[src/rtl/if_fetch_queue_pkg.sv]
// Shared types and defaults for the instruction-fetch stage and its prefetch queue.
package fetch_pkg;
   localparam logic [31:0] RESET_PC_DEFAULT = 32'hBFC0_0000;
   localparam logic [31:0] INCR_DEFAULT     = 32'd4;
   localparam logic [31:0] NOP              = 32'h0000_0000;

   typedef struct packed {
      logic [31:0] instr;
      logic [31:0] pc;
   } fetch_entry_t;

   localparam int ENTRY_W = $bits(fetch_entry_t);
endpackage

[src/rtl/if_fetch_queue_if.sv]
// Instruction-memory request/response port between the fetch stage (master) and IM/cache (slave).
interface if_fetch_queue_if;
   logic [31:0] Instr_address_2IM;
   logic        Instr_req_2IM;
   logic        IM_ready;
   logic [31:0] Instr1_fIM;
   logic        Instr_valid_fIM;

   modport master (
      output Instr_address_2IM,
      output Instr_req_2IM,
      input  IM_ready,
      input  Instr1_fIM,
      input  Instr_valid_fIM
   );

   modport slave (
      input  Instr_address_2IM,
      input  Instr_req_2IM,
      output IM_ready,
      output Instr1_fIM,
      output Instr_valid_fIM
   );
endinterface

[src/rtl/if_fetch_queue_fifo.sv]
// Synchronous FIFO with flush; simultaneous push and pop are legal even when full.
module fetch_fifo #(
   parameter int DEPTH = 4,
   parameter int WIDTH = 64
) (
   input  logic                       clk,
   input  logic                       rst,
   input  logic                       flush,
   input  logic                       push,
   input  logic [WIDTH-1:0]           din,
   input  logic                       pop,
   output logic [WIDTH-1:0]           dout,
   output logic                       full,
   output logic                       empty,
   output logic [$clog2(DEPTH):0]     count
);
   localparam int AW = (DEPTH > 1) ? $clog2(DEPTH) : 1;
   localparam int CW = $clog2(DEPTH) + 1;

   logic [WIDTH-1:0] mem_q [DEPTH];
   logic [WIDTH-1:0] mem_d [DEPTH];
   logic [AW-1:0]    wr_ptr_q, wr_ptr_d, rd_ptr_q, rd_ptr_d;
   logic [CW-1:0]    count_q, count_d;

   function automatic logic [AW-1:0] ptr_inc(input logic [AW-1:0] p);
      return (32'(p) == 32'(DEPTH - 1)) ? '0 : p + AW'(1);
   endfunction

   always_comb begin
      mem_d    = mem_q;
      wr_ptr_d = wr_ptr_q;
      rd_ptr_d = rd_ptr_q;
      count_d  = count_q;
      if (flush) begin
         wr_ptr_d = '0;
         rd_ptr_d = '0;
         count_d  = '0;
      end else begin
         if (push) begin
            mem_d[wr_ptr_q] = din;
            wr_ptr_d        = ptr_inc(wr_ptr_q);
         end
         if (pop) rd_ptr_d = ptr_inc(rd_ptr_q);
         case ({push, pop})
            2'b10:   count_d = count_q + CW'(1);
            2'b01:   count_d = count_q - CW'(1);
            default: count_d = count_q;
         endcase
      end
   end

   always_ff @(posedge clk) begin
      if (rst) begin
         wr_ptr_q <= '0;
         rd_ptr_q <= '0;
         count_q  <= '0;
      end else begin
         wr_ptr_q <= wr_ptr_d;
         rd_ptr_q <= rd_ptr_d;
         count_q  <= count_d;
      end
   end

   always_ff @(posedge clk) mem_q <= mem_d;

   assign dout  = mem_q[rd_ptr_q];
   assign empty = (count_q == '0);
   assign full  = (32'(count_q) == 32'(DEPTH));
   assign count = count_q;
endmodule

[src/rtl/if_fetch_queue.sv]
// Instruction fetch: PC generator, credit-limited pipelined IM requests, prefetch queue and ID output register.
// Optional IF_BYPASS_EN: a response arriving with the queue empty loads the output register directly.
module if_fetch_queue
   import fetch_pkg::*;
#(
   parameter logic [31:0] RESET_PC        = RESET_PC_DEFAULT,
   parameter int          DEPTH           = 4,
   parameter int          MAX_OUTSTANDING = 2,
   parameter logic [31:0] INCR            = INCR_DEFAULT
) (
   input  logic                CLK,
   input  logic                RESET,
   if_fetch_queue_if.master    im,
   input  logic                STALL,
   input  logic                Request_Alt_PC,
   input  logic [31:0]         Alt_PC,
   output logic [31:0]         Instr1_OUT,
   output logic [31:0]         Instr_PC_OUT,
   output logic [31:0]         Instr_PC_Plus4,
   output logic                Instr_valid_OUT
);
   localparam int QCW = $clog2(DEPTH) + 1;
   localparam int TCW = $clog2(MAX_OUTSTANDING) + 1;

   logic [31:0]  fetch_pc_q, fetch_pc_d;
   logic [TCW-1:0] drop_q, drop_d;
   logic [31:0]  instr_out_q, instr_out_d, pc_out_q, pc_out_d, plus4_q, plus4_d;
   logic         valid_out_q, valid_out_d;

   logic         q_push, q_pop, q_full, q_empty;
   logic [QCW-1:0] q_count;
   fetch_entry_t q_din, q_dout;

   logic         t_push, t_pop, t_full, t_empty;
   logic [TCW-1:0] t_count;
   logic [31:0]  t_dout;

   logic         redirect, resp, resp_keep, take_direct, req, issue;

   fetch_fifo #(.DEPTH(DEPTH), .WIDTH(ENTRY_W)) u_queue (
      .clk(CLK), .rst(RESET), .flush(redirect), .push(q_push), .din(q_din), .pop(q_pop),
      .dout(q_dout), .full(q_full), .empty(q_empty), .count(q_count)
   );

   // PC tags of in-flight requests; dropped responses still retire their tag.
   fetch_fifo #(.DEPTH(MAX_OUTSTANDING), .WIDTH(32)) u_tags (
      .clk(CLK), .rst(RESET), .flush(1'b0), .push(t_push), .din(fetch_pc_q), .pop(t_pop),
      .dout(t_dout), .full(t_full), .empty(t_empty), .count(t_count)
   );

   always_comb begin
      redirect  = Request_Alt_PC;
      resp      = im.Instr_valid_fIM && !t_empty;
      resp_keep = resp && (drop_q == '0);
      // Credit: queued plus in-flight never exceeds DEPTH, so a push always has room.
      req       = !RESET && !redirect && !t_full && !q_full
                  && ((32'(q_count) + 32'(t_count)) < 32'(DEPTH));
      issue     = req && im.IM_ready;
      t_push    = issue;
      t_pop     = resp;
      q_din     = '{instr: im.Instr1_fIM, pc: t_dout};
`ifdef IF_BYPASS_EN
      take_direct = resp_keep && q_empty && !STALL && !redirect;
`else
      take_direct = 1'b0;
`endif
      q_push    = resp_keep && !redirect && !take_direct;
      q_pop     = !redirect && !STALL && !q_empty;

      fetch_pc_d = fetch_pc_q;
      if (redirect)   fetch_pc_d = Alt_PC;
      else if (issue) fetch_pc_d = fetch_pc_q + INCR;

      drop_d = drop_q;
      if (redirect)                    drop_d = t_count - TCW'(resp);
      else if (resp && drop_q != '0)   drop_d = drop_q - TCW'(1);

      instr_out_d = instr_out_q;
      pc_out_d    = pc_out_q;
      plus4_d     = plus4_q;
      valid_out_d = valid_out_q;
      if (redirect) begin
         instr_out_d = NOP;
         pc_out_d    = '0;
         plus4_d     = Alt_PC;
         valid_out_d = 1'b0;
      end else if (!STALL) begin
         if (take_direct) begin
            instr_out_d = q_din.instr;
            pc_out_d    = q_din.pc;
            plus4_d     = q_din.pc + INCR;
            valid_out_d = 1'b1;
         end else if (!q_empty) begin
            instr_out_d = q_dout.instr;
            pc_out_d    = q_dout.pc;
            plus4_d     = q_dout.pc + INCR;
            valid_out_d = 1'b1;
         end else begin
            // Bubble keeps Plus4 pointing at the next expected PC.
            instr_out_d = NOP;
            pc_out_d    = '0;
            valid_out_d = 1'b0;
         end
      end
   end

   always_ff @(posedge CLK) begin
      if (RESET) begin
         fetch_pc_q  <= RESET_PC;
         drop_q      <= '0;
         instr_out_q <= NOP;
         pc_out_q    <= '0;
         plus4_q     <= RESET_PC;
         valid_out_q <= 1'b0;
      end else begin
         fetch_pc_q  <= fetch_pc_d;
         drop_q      <= drop_d;
         instr_out_q <= instr_out_d;
         pc_out_q    <= pc_out_d;
         plus4_q     <= plus4_d;
         valid_out_q <= valid_out_d;
      end
   end

   assign im.Instr_req_2IM     = req;
   assign im.Instr_address_2IM = fetch_pc_q;
   assign Instr1_OUT           = instr_out_q;
   assign Instr_PC_OUT         = pc_out_q;
   assign Instr_PC_Plus4       = plus4_q;
   assign Instr_valid_OUT      = valid_out_q;
endmodule
[src/flat_wrapper.sv]
// flat-port wrapper written by rule: the top's interface ports become plain ports
module if_fetch_queue_flat import fetch_pkg::*;
#(
   parameter logic [31:0] RESET_PC        = RESET_PC_DEFAULT,
   parameter int          DEPTH           = 4,
   parameter int          MAX_OUTSTANDING = 2,
   parameter logic [31:0] INCR            = INCR_DEFAULT
)
  (CLK, RESET, STALL, Request_Alt_PC, Alt_PC, Instr1_OUT, Instr_PC_OUT, Instr_PC_Plus4, Instr_valid_OUT, im_Instr_address_2IM, im_Instr_req_2IM, im_IM_ready, im_Instr1_fIM, im_Instr_valid_fIM);
  if_fetch_queue_if im_i ();
  input  logic CLK;
  input  logic RESET;
  input  logic STALL;
  input  logic Request_Alt_PC;
  input  logic [31:0] Alt_PC;
  output logic [31:0] Instr1_OUT;
  output logic [31:0] Instr_PC_OUT;
  output logic [31:0] Instr_PC_Plus4;
  output logic Instr_valid_OUT;
  output wire logic [$bits(im_i.Instr_address_2IM)-1:0] im_Instr_address_2IM;
  output wire logic [$bits(im_i.Instr_req_2IM)-1:0] im_Instr_req_2IM;
  input wire logic [$bits(im_i.IM_ready)-1:0] im_IM_ready;
  input wire logic [$bits(im_i.Instr1_fIM)-1:0] im_Instr1_fIM;
  input wire logic [$bits(im_i.Instr_valid_fIM)-1:0] im_Instr_valid_fIM;
  assign im_Instr_address_2IM = im_i.Instr_address_2IM;
  assign im_Instr_req_2IM = im_i.Instr_req_2IM;
  assign im_i.IM_ready = im_IM_ready;
  assign im_i.Instr1_fIM = im_Instr1_fIM;
  assign im_i.Instr_valid_fIM = im_Instr_valid_fIM;
  if_fetch_queue #(.RESET_PC(RESET_PC), .DEPTH(DEPTH), .MAX_OUTSTANDING(MAX_OUTSTANDING), .INCR(INCR)) u_core (.CLK(CLK), .RESET(RESET), .im(im_i), .STALL(STALL), .Request_Alt_PC(Request_Alt_PC), .Alt_PC(Alt_PC), .Instr1_OUT(Instr1_OUT), .Instr_PC_OUT(Instr_PC_OUT), .Instr_PC_Plus4(Instr_PC_Plus4), .Instr_valid_OUT(Instr_valid_OUT));
endmodule
[config.mk]
export PLATFORM = sky130hd
export DESIGN_NAME = if_fetch_queue_flat
export DESIGN_NICKNAME = d
export VERILOG_FILES = /design/src/rtl/if_fetch_queue_pkg.sv /design/src/rtl/if_fetch_queue_if.sv /design/src/rtl/if_fetch_queue_fifo.sv /design/src/rtl/if_fetch_queue.sv /design/src/flat_wrapper.sv
export SDC_FILE = /design/constraint.sdc
export NUM_CORES = 1
export LEC_CHECK = 0
export CAP_MARGIN = 0
export CORE_MARGIN = 5
export CORE_UTILIZATION = 30
export CTS_BUF_LIST = sky130_fd_sc_hd__clkbuf_4
export DETAILED_ROUTE_END_ITERATION = 8
export PLACE_DENSITY_LB_ADDON = 0.08
export SLEW_MARGIN = 0
export SYNTH_ARGS = -nofsm -noshare
export SYNTH_HDL_FRONTEND = slang
export SYNTH_SLANG_ARGS = --single-unit
[constraint.sdc]
create_clock -name CLK -period 7.9 [get_ports CLK]
set_input_delay 0.79 -clock CLK [delete_from_list [all_inputs] [get_ports CLK]]
set_output_delay 0.79 -clock CLK [all_outputs]
set_load 0.03 [all_outputs]
==> reports/metrics.yaml <==
outcome: "completed"
final.min_clock_period_ps: 3553
port-buffer-count: 199
worst_hold_path_type: "in2reg"
finalNonFillerCells: 2390
r2r_end: "u_core.Instr_PC_Plus4[17]"
synthCells: 1213
rsz0062_at_grt: "false"
cts.sinks: 462
ys_ff_latch: 462
max_clock_freq_mhz: 281.5
timing.reg2reg.setup_slack_ps: 4560
postLayoutCoreUtil: 0.3794
cp.arrival_ps: 2760
critPathMaxFanout: 6
power_mw: 5.506
grt_first_pass_wirelength_um: 80130
end_kind: "output port"
layout-drive-gt1-share: 0.2226
vias: 11530
gr-usage-all-layers: 0.1649
ys_warn_count: 0
tightest_slew_ps: 1082
wl_per_cell_um: 22.80
leakage_nw: 7.514
power.density_nw_per_um2: 241.3
reg2reg_from: "u_core.u_queue.rd_ptr_q[0]"
syn_area_per_cell_sq_um: 14.96
internal-power_mw: 4.192
cts_tree: "yes"
async_flop_share: 0
viasPerCell: 4.823
drv_cap: 0
initial_core_util: 0.3019
netlist-cell-type-count: 72
reg2regPathDepth: 6
drtAntennaViolNets: 0
fp.dieH_um: 256.0
pin_count: 200
slowest_stage: "clkdlybuf4s50_1"
path_buf_inv: 1
grt_pass1_vias: 12000
drc: 0
die-area_sq_um: 65530
p_sw_frac: 0.2387
drt-initial-drc-count: 596
grt.overflow.total: 0
insertion_delay_ps: 940
path_clk_slew_ps: 70
cp-start-kind: "flip-flop"
p_seq_frac: 0.492
hpwl_um: 34270
place_inst: 2142
min_delay_worst_endpoint: "u_core.Instr_PC_Plus4[9]"
maxSlewHeadroom: 0.2736
critPathKind: "reg2out"
layout.nets: 1579
power_frac_comb: 0.072
synth_top_flop_cell: "edfxtp_1"
setup_viol: 0
tns_ps: 0
power_frac_clock: 0.436
cts_hold_buf: 0
whs_ps: 301.4
whs_path_depth: 2
slew_viol_final: 0
worstHoldStart: "RESET"
placement_rows: 90
synth-edff-count: 320
area_growth_pct: 25.68
h-tree-depth: 4
syn_area_sq_um: 18150
p_sw_mw: 1.314
synth_nets: 1296
ctsResizeCount: 0
critPathTopFamily: "buffers and inverters"
finalCritPeriodShare: 0.4497
fillers: 5795
core-area_sq_um: 60130
hold_viol: 0
worstPathRequired_ps: 7110
ir_worst_vdd_v: 0.0001267
clk_path_buf_depth: 3
cts_setup_buffers: 0
antenna_found_initial: 3
clock_skew_ps: 56.30
cp_slowest_stage_delay_ps: 720
root_buffer: "clkbuf_4"
cts_made_buffers: 134
routed_wl_um: 54500
ys_seq_area_frac: 0.6860
die_x_um: 256.0
gp_congestion: 0.7279
first_pass_iters: 7
worstPathCellList: "ha_1 -> nor4_1 -> and3b_1 -> clkdlybuf4s50_1"
grt_max_degree: 67
-- power by group through the flow --
stage	Clock (mW)	Sequential [mW]	Combinational [mW]
after floorplan	0	2.78	0.188
after global placement	0	2.76	0.398
after detailed placement	0	2.77	0.401
after CTS	2.50	2.71	0.403
after global routing	2.64	2.72	0.425
final	2.40	2.71	0.396
-- cell type report --
class | instances | area, sq um | area share
timing repair buffer | 217 | 2115 | 0.09269
tap | 782 | 978.4 | 0.04289
clock inverter | 32 | 254.0 | 0.01113
antenna | 4 | 10.01 | 0.0004388
inverter | 25 | 93.84 | 0.004113
clock buffer | 212 | 1592 | 0.06976
multi-input combinational | 656 | 5311 | 0.2328
sequential | 462 | 12460 | 0.5462
-- metrics by stage --
step	setup slack (ps)	instance area, sq um
2_1_floorplan	4337	18150
3_3_place_gp	4134	20960
3_5_place_dp	4067	20960
4_1_cts	4201	22800
5_1_grt	4126	22810
6_report	4347	22810
-- cells by family (layout without fill, tap and decap cells) --
family	count (synthesis)	count (layout)	share of synthesized area
AOI/OAI and AO/OA	197	197	0.07162
xor gates and xnor gates	42	42	0.02026
adders and majority gates	13	13	0.009374
buffers and inverters	95	486	0.02323
DFF	462	462	0.6860
muxes	103	103	0.1052
other	0	4	0
and+or+nand+nor	301	301	0.08437
-- synthesized netlist by cell type, types with 6 or more instances --
master | number | area (sq um)
dfxtp_1 | 142 | 2843
xor2_1 | 24 | 210.2
nand4_1 | 9 | 56.30
a31oi_1 | 12 | 75.07
o21ai_0 | 31 | 155.2
and2_1 | 7 | 43.79
a21oi_1 | 43 | 215.2
a221oi_1 | 8 | 70.07
mux2_2 | 32 | 360.4
inv_1 | 24 | 90.09
buf_1 | 6 | 22.52
mux4_1 | 10 | 262.8
nor3_1 | 15 | 75.07
edfxtp_1 | 320 | 9609
and3_1 | 6 | 37.54
or3_1 | 7 | 43.79
nor2_1 | 116 | 435.4
o21ai_1 | 6 | 30.03
a22oi_1 | 62 | 465.5
mux2i_1 | 7 | 70.07
clkbuf_1 | 50 | 187.7
xnor2_1 | 18 | 157.7
nand2_1 | 69 | 259.0
buf_2 | 6 | 30.03
nor4_1 | 9 | 56.30
nand3_1 | 27 | 135.1
mux4_2 | 54 | 1216
ha_1 | 12 | 150.1
-- how the worst max path moves through the flow --
stage | start | to | depth (start not counted)
2_1_floorplan | RESET | u_core.u_tags.mem_q[32] | 7
3_3_place_gp | RESET | u_core.u_tags.mem_q[41] | 6
3_5_place_dp | RESET | u_core.u_tags.mem_q[45] | 6
4_1_cts | u_core.u_tags.count[1] | im_Instr_req_2IM | 4
5_1_grt | u_core.u_tags.count[1] | im_Instr_req_2IM | 4
6_report | u_core.u_tags.count[1] | im_Instr_req_2IM | 4
-- sequential cells by signal (all words and copies together), names as in the netlist --
name                         count
u_core.u_queue.wr_ptr_q          2
u_core.u_queue.mem_q           256
u_core.drop_q                    2
u_core.u_queue.count             3
u_core.u_tags.wr_ptr_q           1
u_core.u_queue.rd_ptr_q          2
u_core.u_tags.rd_ptr_q           1
u_core.im.Instr_address_2IM     32
u_core.u_tags.mem_q             64
u_core.Instr_PC_Plus4           32
u_core.Instr_PC_OUT             32
u_core.Instr1_OUT               32
u_core.u_tags.count              2
u_core.Instr_valid_OUT           1
-- layer usage --
metal / part of all wire / global-route usage / vias up
met1: 0.45 / 0.2160 / 5797
met3: 0.050 / 0.05031 / 66
met5: 0 / 0 / -
met2: 0.48 / 0.2641 / 325
li1: - / - / 5339
met4: 0.018 / 0.05202 / 0
-- placed cells by master (no fill, tap or decap), drive strengths merged, types with 3 or more instances in the layout --
cell type | Yosys | routed
edfxtp | 320 | 320
clkbuf | 50 | 212
clkdlybuf4s50 | 0 | 196
dfxtp | 142 | 142
nor2 | 116 | 116
nand2 | 70 | 70
mux4 | 64 | 64
a22oi | 62 | 62
a21oi | 43 | 43
o21ai | 37 | 37
mux2 | 32 | 32
nand3 | 30 | 30
inv | 25 | 29
xor2 | 24 | 24
clkinv | 0 | 23
buf | 20 | 21
xnor2 | 18 | 18
nor3 | 18 | 18
a31oi | 12 | 12
ha | 12 | 12
nand4 | 12 | 12
nor4 | 11 | 11
a221oi | 8 | 8
or3 | 7 | 7
mux2i | 7 | 7
and2 | 7 | 7
and3 | 6 | 6
bufinv | 0 | 5
diode | 0 | 4
a211oi | 4 | 4
nand3b | 4 | 4
a222oi | 4 | 4
o21a | 3 | 3
nor2b | 3 | 3
o22ai | 3 | 3
a21boi | 3 | 3
o21bai | 3 | 3
o211ai | 3 | 3
nor3b | 3 | 3
(Power assumes the default switching activity.)
